## src/rtl/pwm_capture.sv

```systemverilog
// pwm_capture: measures an asynchronous PWM input and reports, once per
// carrier period, the period and the high time in clk cycles.
//
// Ports
//   clk          system clock, all logic on the rising edge
//   rstn         asynchronous active-low reset
//   en           capture enable (synchronizer and filter run regardless)
//   pwm_in       asynchronous PWM input
//   period       cycles between consecutive accepted rising edges
//   high_time    cycles from accepted rise to accepted fall
//   meas_valid   one-cycle pulse, period/high_time just updated
//   stall        counter saturated without seeing an edge
//   stall_level  filtered input level at the moment stall was raised
module pwm_capture #(
    parameter int unsigned CNT_WIDTH   = 16,
    parameter int unsigned SYNC_STAGES = 2,
    parameter int unsigned FILT_LEN    = 3
) (
    input  logic                 clk,
    input  logic                 rstn,
    input  logic                 en,
    input  logic                 pwm_in,
    output logic [CNT_WIDTH-1:0] period,
    output logic [CNT_WIDTH-1:0] high_time,
    output logic                 meas_valid,
    output logic                 stall,
    output logic                 stall_level
);

    localparam int unsigned FCW = (FILT_LEN > 1) ? $clog2(FILT_LEN) : 1;
    localparam logic [FCW-1:0]       FILT_LAST = FCW'(FILT_LEN - 1);
    localparam logic [CNT_WIDTH-1:0] CNT_MAX   = '1;
    localparam logic [CNT_WIDTH-1:0] CNT_ONE   = CNT_WIDTH'(1);

    typedef enum logic [1:0] {
        IDLE = 2'd0,
        ARM  = 2'd1,
        HIGH = 2'd2,
        LOW  = 2'd3
    } state_t;

    logic [SYNC_STAGES-1:0] sync_q;
    logic                   sync_lvl;
    logic [FCW-1:0]         diff_cnt;
    logic                   filt;
    logic                   filt_d;
    logic                   rise;
    logic                   fall;
    state_t                 state;
    logic [CNT_WIDTH-1:0]   cnt;
    logic [CNT_WIDTH-1:0]   cnt_inc;
    logic [CNT_WIDTH-1:0]   hi_reg;

    // Metastability synchronizer; the last stage feeds the glitch filter.
    always_ff @(posedge clk or negedge rstn) begin
        if (!rstn) begin
            sync_q <= '0;
        end else begin
            sync_q <= {sync_q[SYNC_STAGES-2:0], pwm_in};
        end
    end

    assign sync_lvl = sync_q[SYNC_STAGES-1];

    // Glitch filter: accept a new level only after FILT_LEN consecutive
    // disagreeing samples; any agreeing sample restarts the count.
    always_ff @(posedge clk or negedge rstn) begin
        if (!rstn) begin
            diff_cnt <= '0;
            filt     <= 1'b0;
        end else if (sync_lvl != filt) begin
            if (diff_cnt == FILT_LAST) begin
                filt     <= sync_lvl;
                diff_cnt <= '0;
            end else begin
                diff_cnt <= diff_cnt + FCW'(1);
            end
        end else begin
            diff_cnt <= '0;
        end
    end

    // Registered edge strobes of the filtered level (fixed latency from pwm_in).
    always_ff @(posedge clk or negedge rstn) begin
        if (!rstn) begin
            filt_d <= 1'b0;
            rise   <= 1'b0;
            fall   <= 1'b0;
        end else begin
            filt_d <= filt;
            rise   <= filt & ~filt_d;
            fall   <= ~filt & filt_d;
        end
    end

    // Saturating increment: the counter parks at CNT_MAX.
    assign cnt_inc = (cnt == CNT_MAX) ? cnt : cnt + CNT_ONE;

    // Measurement FSM. cnt equals the number of cycles since the last
    // accepted rise, so capturing it on a strobe gives the exact spacing.
    always_ff @(posedge clk or negedge rstn) begin
        if (!rstn) begin
            state       <= IDLE;
            cnt         <= '0;
            hi_reg      <= '0;
            period      <= '0;
            high_time   <= '0;
            meas_valid  <= 1'b0;
            stall       <= 1'b0;
            stall_level <= 1'b0;
        end else begin
            meas_valid <= 1'b0;
            if (!en) begin
                state <= IDLE;
                cnt   <= '0;
                stall <= 1'b0;
            end else begin
                case (state)
                    IDLE: begin
                        cnt   <= '0;
                        state <= ARM;
                    end
                    ARM: begin
                        // First rise only starts timing; no result yet.
                        if (rise) begin
                            cnt   <= CNT_ONE;
                            stall <= 1'b0;
                            state <= HIGH;
                        end else begin
                            cnt <= '0;
                        end
                    end
                    HIGH: begin
                        // An edge on the saturating cycle still wins.
                        if (fall) begin
                            hi_reg <= cnt;
                            cnt    <= cnt_inc;
                            state  <= LOW;
                        end else if (cnt == CNT_MAX) begin
                            stall       <= 1'b1;
                            stall_level <= filt;
                            state       <= ARM;
                        end else begin
                            cnt <= cnt_inc;
                        end
                    end
                    LOW: begin
                        if (rise) begin
                            period     <= cnt;
                            high_time  <= hi_reg;
                            meas_valid <= 1'b1;
                            cnt        <= CNT_ONE;
                            state      <= HIGH;
                        end else if (cnt == CNT_MAX) begin
                            stall       <= 1'b1;
                            stall_level <= filt;
                            state       <= ARM;
                        end else begin
                            cnt <= cnt_inc;
                        end
                    end
                    default: begin
                        state <= IDLE;
                    end
                endcase
            end
        end
    end

endmodule

```

## config.mk

```make
export PLATFORM = sky130hd
export DESIGN_NAME = pwm_capture
export DESIGN_NICKNAME = d
export VERILOG_FILES = /design/src/rtl/pwm_capture.sv
export SDC_FILE = /design/constraint.sdc
export NUM_CORES = 1
export LEC_CHECK = 0
export ABC_AREA = 1
export CAP_MARGIN = 10
export CORE_MARGIN = 2
export CORE_UTILIZATION = 33
export DETAILED_ROUTE_END_ITERATION = 12
export PLACE_DENSITY_LB_ADDON = 0.05
export SLEW_MARGIN = 20
export SYNTH_ARGS = -nofsm -noshare
export SYNTH_HDL_FRONTEND = slang
export SYNTH_SLANG_ARGS = --single-unit
```

## constraint.sdc

```tcl
create_clock -name clk -period 1.6 [get_ports clk]
set_clock_uncertainty 0.05 [all_clocks]
set_input_delay 0.32 -clock clk [delete_from_list [all_inputs] [get_ports clk]]
set_output_delay 0.32 -clock clk [all_outputs]
set_load 0.01 [all_outputs]
```

==> flow_metrics.env <==
export IMPL_rows=36
export IMPL_diodes=0
export IMPL_start_util_pct=33.85
export IMPL_cts_buffers_inserted=9
export IMPL_r2r_slack_ns=0.09
export IMPL_cts_max_path_buffers=2
export IMPL_fin_nets=432
export IMPL_relSlewSlack_pct=73.21
export IMPL_hold_viol=0
export IMPL_track_usage_pct=14.45
export IMPL_fin_cells=561
export IMPL_power_leakage_nw=2.213
export IMPL_drive_gt1_share_pct=14.72
export IMPL_holdWs_ns=0.3097
export IMPL_die_h_um=104.1
export IMPL_power_mw=4.231
export IMPL_antenna_found_initial=0
export IMPL_r2r_start="cnt[0]"
export IMPL_wl_mm=7.284
export IMPL_ff2ff_path_depth=9
export IMPL_core_area_mm2=0.009774
export IMPL_synthCells=364
export IMPL_synthTopCellsByArea="dfrtp_1 58%, nand2_1 12%, o21ai_0 5.9%"
export IMPL_syn_avg_cell_area_um2=9.088
export IMPL_place_area_mm2=0.003991
export IMPL_io_pins=39
export IMPL_finalSetupTns_ns=0
export IMPL_rr_endpoint="cnt[5]"
export IMPL_root_buffer="clkbuf_8"
export IMPL_hpwl_mm=5.026
export IMPL_path_class="flop to flop"
export IMPL_gp_congestion=0.7675
export IMPL_mostFrequentLayoutCells="106 x nand2_1, 77 x dfrtp_1, 38 x o21ai_0, 37 x inv_1, 35 x dlygate4sd2_1"
export IMPL_worstPathMaxFanout=7
export IMPL_clk_insertion_delay_late_ns=0.35
export IMPL_critPathLaunchType="flop"
export IMPL_drv_cap=0
export IMPL_path_clk_slew_ns=0.08
export IMPL_final_setup_viol_count=0
export IMPL_worst_ir_drop_vdd_uv=467.2
export IMPL_ys_types=28
export IMPL_die_area_mm2=0.01084
export IMPL_hold_class="flop to flop"
export IMPL_htreeDepth=3
export IMPL_design_area_mm2=0.004212
export IMPL_startpoint="cnt[0]"
export IMPL_final_common_cell="nand2_1"
export IMPL_ys_ff_latch=77
export IMPL_critPathRequiredTime_ns=1.79
export IMPL_synth_nets=373
export IMPL_yosysWarnings=0
export IMPL_vias=2490
export IMPL_tightest_slew_ns=0.4019
export IMPL_placement_io_buffers=38
export IMPL_antenna_left=0
export IMPL_vias_per_cell=4.439
export IMPL_grt_overflow_total=0
export IMPL_ys_seq_area_share_pct=58.25
export IMPL_rsz0062_at_grt="false"
export IMPL_synth_top_area_cell="dfrtp_1"
export IMPL_synth_top_area_share_pct=58.25
export IMPL_dr_pass1_iters=4
export IMPL_grt_pass1_wl_mm=12.39
export IMPL_drc_errors=0
export IMPL_status="completed"
export IMPL_endpoint_kind="flop"
export IMPL_grt_max_degree=49
export IMPL_final_period_utilization_pct=94.49
export IMPL_first_global_vias=2471
export IMPL_synthToLayoutAreaGrowth_pct=27.31
export IMPL_cts_tree="done"
export IMPL_drt_iter0_markers=86
export IMPL_cts_sinks=77
export IMPL_maxSlewViolCount=0
export IMPL_fmax_mhz=661.5
export IMPL_netlist_area_mm2=0.003308
export IMPL_period_needed_ns=1.512
export IMPL_power_density_mw_per_mm2=1005
export IMPL_wl_per_cell_um=12.98
export IMPL_fp_dieW_um=104.1
export IMPL_dp_cells=541
export IMPL_endpoint="cnt[5]"
export IMPL_critPathArrivalTime_ns=1.70
-- worst min-delay path by stage --
stage                               to  cells after the start  slack, ns       from
after floorplan                 cnt[0]                      0      -0.03       rstn
after global placement    high_time[5]                      1       0.23       rstn
after detailed placement  high_time[1]                      1       0.23       rstn
after CTS                    sync_q[1]                      0       0.31  sync_q[0]
after global routing         sync_q[1]                      0       0.32  sync_q[0]
final                        sync_q[1]                      0       0.31  sync_q[0]
-- cell families (layout without fill, tap and decap cells) --
group / Yosys count / after routing / synth area share, %
XOR/XNOR: 5 / 5 / 1.324
AO/OA/AOI/OAI: 61 / 61 / 10.06
AND/OR/NAND/NOR: 165 / 165 / 22.47
flip-flops: 77 / 77 / 58.25
buffers and inverters: 51 / 115 / 6.013
adder cells (fa/ha/maj): 5 / 5 / 1.891
-- synthesized netlist by cell type --
| cell type | number |
|---|---|
| o21ai_0 | 39 |
| inv_1 | 39 |
| inv_2 | 1 |
| nand2_1 | 106 |
| o21ai_1 | 3 |
| o22ai_1 | 1 |
| nor2_2 | 1 |
| dfrtp_1 | 77 |
| nor2_1 | 22 |
| a21oi_2 | 3 |
| nor2_8 | 1 |
| o211a_1 | 1 |
| o211ai_1 | 4 |
| ha_1 | 5 |
| nor2_4 | 4 |
| nand4_1 | 3 |
| a21oi_1 | 10 |
| clkinv_2 | 1 |
| nand2_4 | 4 |
| nand3b_1 | 1 |
| nand3_1 | 13 |
| and2_1 | 1 |
| nor3_1 | 6 |
| clkbuf_1 | 5 |
| buf_2 | 5 |
| xor2_1 | 4 |
| nand2_2 | 3 |
| xnor2_1 | 1 |
-- per-layer routing --
metal,vias up,wire [um],global-route usage (%)
met5,-,0,0
met4,0,137,6.660
met3,12,210,2.820
met1,1164,3841,20.86
met2,36,3095,20.91
li1,1278,-,-
-- critical path, cell delays in order (launching register included) --
cell and delay (ns):
dfrtp_1 0.39, ha_2 0.20, inv_2 0.06, nor2_4 0.05, nand2_4 0.09, clkinv_2 0.10
nand2_4 0.11, nand3_1 0.11, o22ai_1 0.16, nor2_1 0.06
-- power breakdown --
group | total (mW) | internal, mW | leakage, nW | switching (mW)
combinational | 0.605 | 0.243 | 1.06 | 0.363
clock | 1.49 | 0.725 | 0.0918 | 0.765
sequential | 2.14 | 2.05 | 1.06 | 0.0870
total | 4.23 | 3.02 | 2.21 | 1.21
-- layout make-up --
class	count	area, um2
inverters	41	155.1
multi-input cells	236	1214
flip-flops and latches	77	1927
clock inverters	7	75.07
fillers	995	5563
well taps	133	166.4
clock buffers	9	123.9
repair buffers	58	550.5
-- repair_timing --
action / 4_1_cts / 5_1_grt
setup endpoints to repair: 35 / 25
gates resized for setup: 35 / 13
setup buffers: 0 / 2
cloned: 0 / 1
hold endpoints to repair: 25 / 0
hold buffers: 1 / 0
pin swaps: 0 / 4
-- per-stage QoR --
stage          utilization, %  setup WS (ns)
3_5_place_dp            40.83        -0.1007
3_3_place_gp            40.83       -0.08289
4_1_cts                 42.52        0.02238
5_1_grt                 43.09       0.003453
2_1_floorplan               -         0.1284
6_report                43.09        0.08821
Note: power is estimated with default switching activity, not from simulation.
